File: config.mk
export PLATFORM = sky130hd
export DESIGN_NAME = seg7_scan_mux
export DESIGN_NICKNAME = d
export VERILOG_FILES = /design/src/rtl/seg7_scan_mux.sv
export SDC_FILE = /design/constraint.sdc
export NUM_CORES = 1
export LEC_CHECK = 0
export BUFFER_PORTS_ARGS = -buffer_cell sky130_fd_sc_hd__buf_2
export CORE_MARGIN = 3
export CORE_UTILIZATION = 55
export DETAILED_ROUTE_END_ITERATION = 16
export PLACE_DENSITY = 0.85
export SLEW_MARGIN = 10
export SYNTH_ARGS = -nofsm -noshare
export SYNTH_HDL_FRONTEND = slang
export SYNTH_SLANG_ARGS = --single-unit
File: constraint.sdc
create_clock -name clock -period 5.05 [get_ports clock]
set_clock_uncertainty 0.1 [all_clocks]
set_input_delay 0.7575 -clock clock [delete_from_list [all_inputs] [get_ports clock]]
set_output_delay 0.7575 -clock clock [all_outputs]
set_load 0.02 [all_outputs]
File: src/rtl/seg7_scan_mux.sv
`default_nettype none
// ============================================================================
// Module  : seg7_scan_mux
// Brief   : Time-multiplexed 7-segment scanner with raw/hex modes and
//           anti-ghosting blank window at the start of each digit slot.
// Revision: 1.0 - initial release
// ============================================================================
module seg7_scan_mux #(
    parameter int NUM_DIGITS   = 4,
    parameter int SCAN_DIV     = 50000,
    parameter int BLANK_CYCLES = 16,
    parameter int ACTIVE_LOW   = 1
) (
    input  logic                    clock,
    input  logic                    reset,
    input  logic                    mode,
    input  logic [8*NUM_DIGITS-1:0] raw_seg,
    input  logic [4*NUM_DIGITS-1:0] hex_val,
    input  logic [NUM_DIGITS-1:0]   dp_in,
    input  logic [NUM_DIGITS-1:0]   blank,
    output logic [6:0]              seg,
    output logic                    dp,
    output logic [NUM_DIGITS-1:0]   an,
    output logic                    frame_tick
);

    localparam int c_CNT_W = (SCAN_DIV > 1) ? $clog2(SCAN_DIV) : 1;
    localparam int c_IDX_W = (NUM_DIGITS > 1) ? $clog2(NUM_DIGITS) : 1;
    localparam logic [c_CNT_W-1:0] c_CNT_MAX = c_CNT_W'(SCAN_DIV - 1);
    localparam logic [c_IDX_W-1:0] c_IDX_MAX = c_IDX_W'(NUM_DIGITS - 1);
    localparam logic [c_CNT_W-1:0] c_BLANK   = c_CNT_W'(BLANK_CYCLES);
    localparam logic               c_POL     = (ACTIVE_LOW != 0);

    logic [c_CNT_W-1:0]    r_cnt;
    logic [c_IDX_W-1:0]    r_idx;
    logic [6:0]            r_seg;
    logic                  r_dp;
    logic [NUM_DIGITS-1:0] r_an;
    logic                  r_frame_tick;

    logic                  w_cnt_wrap;
    logic                  w_frame_wrap;
    logic [c_CNT_W-1:0]    w_cnt_nxt;
    logic [c_IDX_W-1:0]    w_idx_nxt;
    logic                  w_in_window;
    logic [7:0]            w_sel_raw;
    logic [3:0]            w_sel_hex;
    logic                  w_sel_dp;
    logic                  w_sel_blank;
    logic [NUM_DIGITS-1:0] w_onehot;
    logic                  w_digit_on;
    logic [6:0]            w_seg_hi;
    logic                  w_dp_hi;
    logic [NUM_DIGITS-1:0] w_an_hi;

    function automatic logic [6:0] hex_to_seg(input logic [3:0] nib);
        logic [6:0] s;
        case (nib)
            4'h0: s = 7'h3F;
            4'h1: s = 7'h06;
            4'h2: s = 7'h5B;
            4'h3: s = 7'h4F;
            4'h4: s = 7'h66;
            4'h5: s = 7'h6D;
            4'h6: s = 7'h7D;
            4'h7: s = 7'h07;
            4'h8: s = 7'h7F;
            4'h9: s = 7'h6F;
            4'hA: s = 7'h77;
            4'hB: s = 7'h7C;
            4'hC: s = 7'h39;
            4'hD: s = 7'h5E;
            4'hE: s = 7'h79;
            default: s = 7'h71;
        endcase
        return s;
    endfunction

    assign w_cnt_wrap   = (r_cnt == c_CNT_MAX);
    assign w_frame_wrap = w_cnt_wrap && (r_idx == c_IDX_MAX);
    assign w_cnt_nxt    = w_cnt_wrap ? '0 : r_cnt + 1'b1;
    assign w_idx_nxt    = !w_cnt_wrap ? r_idx :
                          (r_idx == c_IDX_MAX) ? '0 : r_idx + 1'b1;

    // Outputs are decoded from the post-edge counter values so they line up with cnt/idx.
    generate
        if (BLANK_CYCLES == 0) begin : g_no_blank
            assign w_in_window = 1'b1;
        end else begin : g_blank_window
            assign w_in_window = (w_cnt_nxt >= c_BLANK);
        end
    endgenerate

    always_comb begin
        w_sel_raw   = '0;
        w_sel_hex   = '0;
        w_sel_dp    = 1'b0;
        w_sel_blank = 1'b1;
        w_onehot    = '0;
        for (int i = 0; i < NUM_DIGITS; i++) begin
            if (w_idx_nxt == c_IDX_W'(i)) begin
                w_sel_raw   = raw_seg[8*i +: 8];
                w_sel_hex   = hex_val[4*i +: 4];
                w_sel_dp    = dp_in[i];
                w_sel_blank = blank[i];
                w_onehot[i] = 1'b1;
            end
        end
    end

    always_comb begin
        w_digit_on = w_in_window && !w_sel_blank;
        w_seg_hi   = '0;
        w_dp_hi    = 1'b0;
        w_an_hi    = '0;
        if (w_digit_on) begin
            w_an_hi  = w_onehot;
            w_seg_hi = mode ? hex_to_seg(w_sel_hex) : w_sel_raw[6:0];
            w_dp_hi  = mode ? w_sel_dp : w_sel_raw[7];
        end
    end

    always_ff @(posedge clock) begin
        if (reset) begin
            r_cnt        <= '0;
            r_idx        <= '0;
            r_frame_tick <= 1'b0;
            r_seg        <= {7{c_POL}};
            r_dp         <= c_POL;
            r_an         <= {NUM_DIGITS{c_POL}};
        end else begin
            r_cnt        <= w_cnt_nxt;
            r_idx        <= w_idx_nxt;
            r_frame_tick <= w_frame_wrap;
            r_seg        <= w_seg_hi ^ {7{c_POL}};
            r_dp         <= w_dp_hi ^ c_POL;
            r_an         <= w_an_hi ^ {NUM_DIGITS{c_POL}};
        end
    end

    assign seg        = r_seg;
    assign dp         = r_dp;
    assign an         = r_an;
    assign frame_tick = r_frame_tick;

endmodule
`default_nettype wire

* Yosys cells after proc, flatten, opt, wreduce, memory -nomap -nowiden
Memory sizes are Yosys's and may differ from the RTL's.
Cells that the tools add are included.
W data, S select, Z words.
** Operators by class
- Add/sub/neg operators :: 2
- $lt $le $gt $ge :: 1
- Equal/unequal tests :: 5
- Muxes and demuxes :: 28
- Bitwise logic cells :: 3
- Reductions and logical operators :: 4
** Operator list (number)
- $mux W8 :: 4
- $mux W4 :: 5
- $add A16 B1 Y16 const B :: 1
- $eq A16 B16 Y1 const B :: 1
- $ge A16 B5 Y1 const B :: 1
- $mux W16 :: 1
- $mux W1 :: 14
- $mux W7 :: 2
- $not A7 Y7 :: 1
- $eq A2 B2 Y1 const B :: 3
- $mux W2 :: 2
- $not A4 Y4 :: 1
- $add A2 B1 Y2 const B :: 1
- $eq A2 B1 Y1 const B :: 1
- $logic_and A1 B1 Y1 :: 2
- $logic_not A2 Y1 :: 1
- $logic_not A1 Y1 :: 1
- $not A1 Y1 :: 1
** Word-level totals
- Register bits after elaboration :: 31
- ROM bits :: 112
- Input bits :: 59
- Output and inout port bits :: 13
- Word-level logic and storage cells :: 50
- Memories kept :: 1
** Memory list
- (no name shown) :: depth 16, bits a word 7, read ports 1, clocked after memory_dff 0, write ports 0, RTL line 58 : case (nib)

* Logic depth before layout (Yosys ltp)
- Depth in word-level cells :: 12
- Depth in mapped cells :: 13

* Worst setup path after synthesis
No wires, ideal clock.
- Path type :: register to register
- From :: register r_cnt[0]
- To :: register r_seg[3], in the netlist seg[3]
- Arrival :: 3.094 ns
- Path slack :: 1.730 ns
- Cell stages (with the launch flop) :: 14
- Period minus slack after synthesis :: 3.320 ns
- Cell sequence :: dfxtp_1 > ha_1 > and3_1 > clkbuf_1 > nand4_2 > mux2_2 > clkbuf_1 > nand3_1 > o211ai_1 > inv_1 > ha_1 > mux4_2 > nand2_1 > o211ai_2
** Between the ends
- Longest elaborated chain between the ends :: 11
- Elaborated cells on any way between the ends :: 27
** RTL lines
- start, declared :: RTL line 34 : logic [c_CNT_W-1:0] r_cnt;
- start signal, assigned :: RTL line 132 : r_cnt <= w_cnt_nxt;
- parallel branches: the longest is 9 deep, another holds $add A16 B1 Y16
- $mux W7 (*) :: RTL line 116 : if (w_digit_on) begin
- $not A7 Y7 (no line) (*)
- end signal, assigned :: RTL line 128 : r_seg <= {7{c_POL}};
- end signal, assigned :: RTL line 135 : r_seg <= w_seg_hi ^ {7{c_POL}};
- end, declared :: RTL line 36 : logic [6:0] r_seg;
Mark *: on every way between the ends.
A chain may end at the register's enable or synchronous reset.

* Worst setup path in the final report
Same ends and word-level chain as after synthesis.

==> flow_summary.ini <==
[outcome]
outcome = finished, final reports clean

[setup_path]
crit_chain = ha_1, and3_1, nand4_2, mux2i_2, nand3_1, o211ai_1, inv_1, ha_1, mux4_2, nand2_1, o211ai_2
required_ps = 5080
crit_path_max_fanout = 16
slowest_stage = mux2i_2
critPathLaunch = r_cnt[0]
worst-r2r-cell-count = 11
worstPathArrival_ps = 3900
reg2reg_slack_ps = 1170
cpPeakStageDelay_ps = 850
crit_type = reg2reg
crit-reg2reg-launch = r_cnt[0]
start_kind = flop
r2r-end = seg[3]
worst_path_most_repeated_cell = ha_1
setup.worst_path.end_class = flop

[grt]
grt_pass1_wl_mm = 9.390
grt_start_max_net_pins = 21
overflow = 0
grt_pass1_vias = 2097
antenna_found_initial = 0
gr-usage-all-layers = 0.2291

[synth]
synth_top_cells_by_count = dfxtp_1, nor2_1, mux2i_1, nand2_1, nand3_1
synth-seq-cells = 31
yosysSeqAreaShare = 0.2749
ys_warn_count = 0
synthTopCellsByArea = dfxtp_1, mux2i_1, ha_1, nor2_1, xnor2_1
synth_area_per_cell_um2 = 8.454
async_reset_ff_frac = 0
synth_top_area_share = 0.2749
synth_area_um2 = 2257
synth_ff_type = dfxtp_1
ys_types = 52
synth_edf_count = 0
yosysMostFrequentCell = dfxtp_1
syn_inst = 267
synth_largest_area_cell = dfxtp_1
synth_nets = 335

[sta]
report.final.slew_viol_count = 0
maxSlewHeadroom = 0.3307
fmax_mhz = 258.0
hold_violations = 0
fin_crit_ps = 3877
worst_slew_pin_slew_ps = 984.4
setup_viol = 0
setup_slack_ps = 1173
period_share = 0.7676
finalSetupTns_ps = 0
rsz0062_at_grt = false

[placed_design]
gp_congestion = 0.8321
place_ws_ps = 1226
dp_hpwl_mm = 4.172
io_buffers = 71

[hold_path]
min_from = r_cnt[0]
whs_path_depth = 1
hold_class = reg2reg
worstHoldEndpoint = r_cnt[0]

[cts]
cts_buffers = 5
clock_sinks = 31
cts_setup_buffers = 0
cts_buffer_depth = 2
clk_pin_slew_ps = 70
cts_hold_buffers = 0
htreeDepth = 2
tritoncts = done
clock_latency_ps = 290
cts-root-buf = clkbuf_8
cts_resized = 0

[floorplanning]
die_area_um2 = 4908
rows = 22
die_y_um = 70.06
start_util = 0.5942
die_w_um = 70.06
pin_count = 72
coreArea_um2 = 3799

[drt]
wl_mm = 5.504
antenna_left = 0
drtPass1Iterations = 5
route.detailed.drc = 0
viasPerCell = 5.746
vias = 2172
wire_per_inst_um = 14.56
drtIter0Drc = 188

[final_layout]
antennaDiodeCount = 0
layout-drive-gt1-share = 0.2909
nets = 397
area_growth_pct = 20.18
final_util = 0.7141

[power_and_ir_drop]
ir_drop_v = 0.0001394
p_per_area_nw_per_um2 = 207.0
power_leakage_nw = 1.206

[flow_run]
max_cap_violations = 0
[critical path: cells and delay by family (launching register included)]
family          cells  cell delay (ps)
compound gates      2              350
fa+ha+maj           2              570
buf+inv             1              180
flops               1              370
mux                 2             1330
simple gates        4              800
[logic make-up (layout without fill, tap and decap cells)]
group                    Yosys count  after routing  synth area share
AND/OR/NAND/NOR                  109            109            0.2705
AO/OA/AOI/OAI                     48             48            0.1552
flip-flops                        31             31            0.2749
multiplexers                      30             30            0.1430
buffers and inverters             26             89           0.05211
XOR/XNOR                          14             14           0.05432
adder cells (fa/ha/maj)            9              9           0.04989
[report_power, final]
part           leakage (nW)  switching, mW  internal [mW]
Sequential            0.251        0.00201          0.246
Clock                0.0581          0.101          0.147
Combinational         0.897         0.0314         0.0343
[placed cells by master, fill, tap and decap left out, types with 2 or more instances in the layout]
master,Yosys,layout
a22oi_1,2,2
nor4b_4,2,2
mux2i_1,23,22
nand4_2,3,3
nor3b_1,3,3
a21boi_0,2,2
nor3_1,7,7
nor2b_1,2,2
nand2b_1,3,3
and4b_1,2,2
nor4_1,3,3
o2111ai_1,3,3
or3_1,2,2
buf_2,10,71
xnor2_1,11,11
a211oi_1,3,3
o22a_1,2,2
nand3_1,17,17
nand4_1,3,3
mux2i_2,1,2
a21oi_1,11,11
a22o_1,2,2
mux2_2,5,5
ha_1,9,9
o21ai_0,7,7
nor2_1,29,29
dfxtp_1,31,31
clkbuf_8,0,5
nand2_1,21,21
xor2_1,3,3
and3_1,4,4
a31oi_1,5,5
nand3b_1,2,2
inv_1,9,9
o311ai_0,2,2
[sequential cells by signal (all words and copies together), names as in the netlist]
signal      flops
dp              1
r_idx           2
seg             7
an              4
r_cnt          16
frame_tick      1
[layout make-up]
type / instances / area [µm²]
clock buffer: 5 / 68.82
clock inverter: 3 / 43.79
fill: 305 / 1086
inverter: 9 / 33.78
multi-input combinational: 210 / 1523
sequential: 31 / 620.6
tap: 48 / 60.06
timing repair buffer: 72 / 362.8
[worst max-delay path by stage]
stage / slack (ps) / cells after the start / to
2_1_floorplan: 1730 / 13 / seg[3]
3_3_place_gp: 1470 / 11 / seg[3]
3_5_place_dp: 1230 / 11 / seg[3]
4_1_cts: 1210 / 11 / seg[3]
5_1_grt: 880 / 11 / seg[3]
6_report: 1170 / 11 / seg[3]
[routing by layer]
metal  track usage  vias to the layer above  share of wire
met1        0.3079                      993           0.45
li1              -                     1096              -
met4       0.09149                        0          0.017
met2        0.3568                       73           0.47
met3       0.04748                       10          0.062
met5             0                        -              0
[through the flow]
stage               hold WS [ps]  cell area (µm²)  cells  total power, mW
CTS                        374.3             2713    378           0.5637
detailed placement         358.0             2600    370           0.3187
global placement           345.7             2600    370           0.3167
global route               399.8             2713    378           0.5821
floorplan                  329.5             2257    267           0.2885
finish                     364.8             2713    378           0.5614
(Power assumes the default switching activity.)
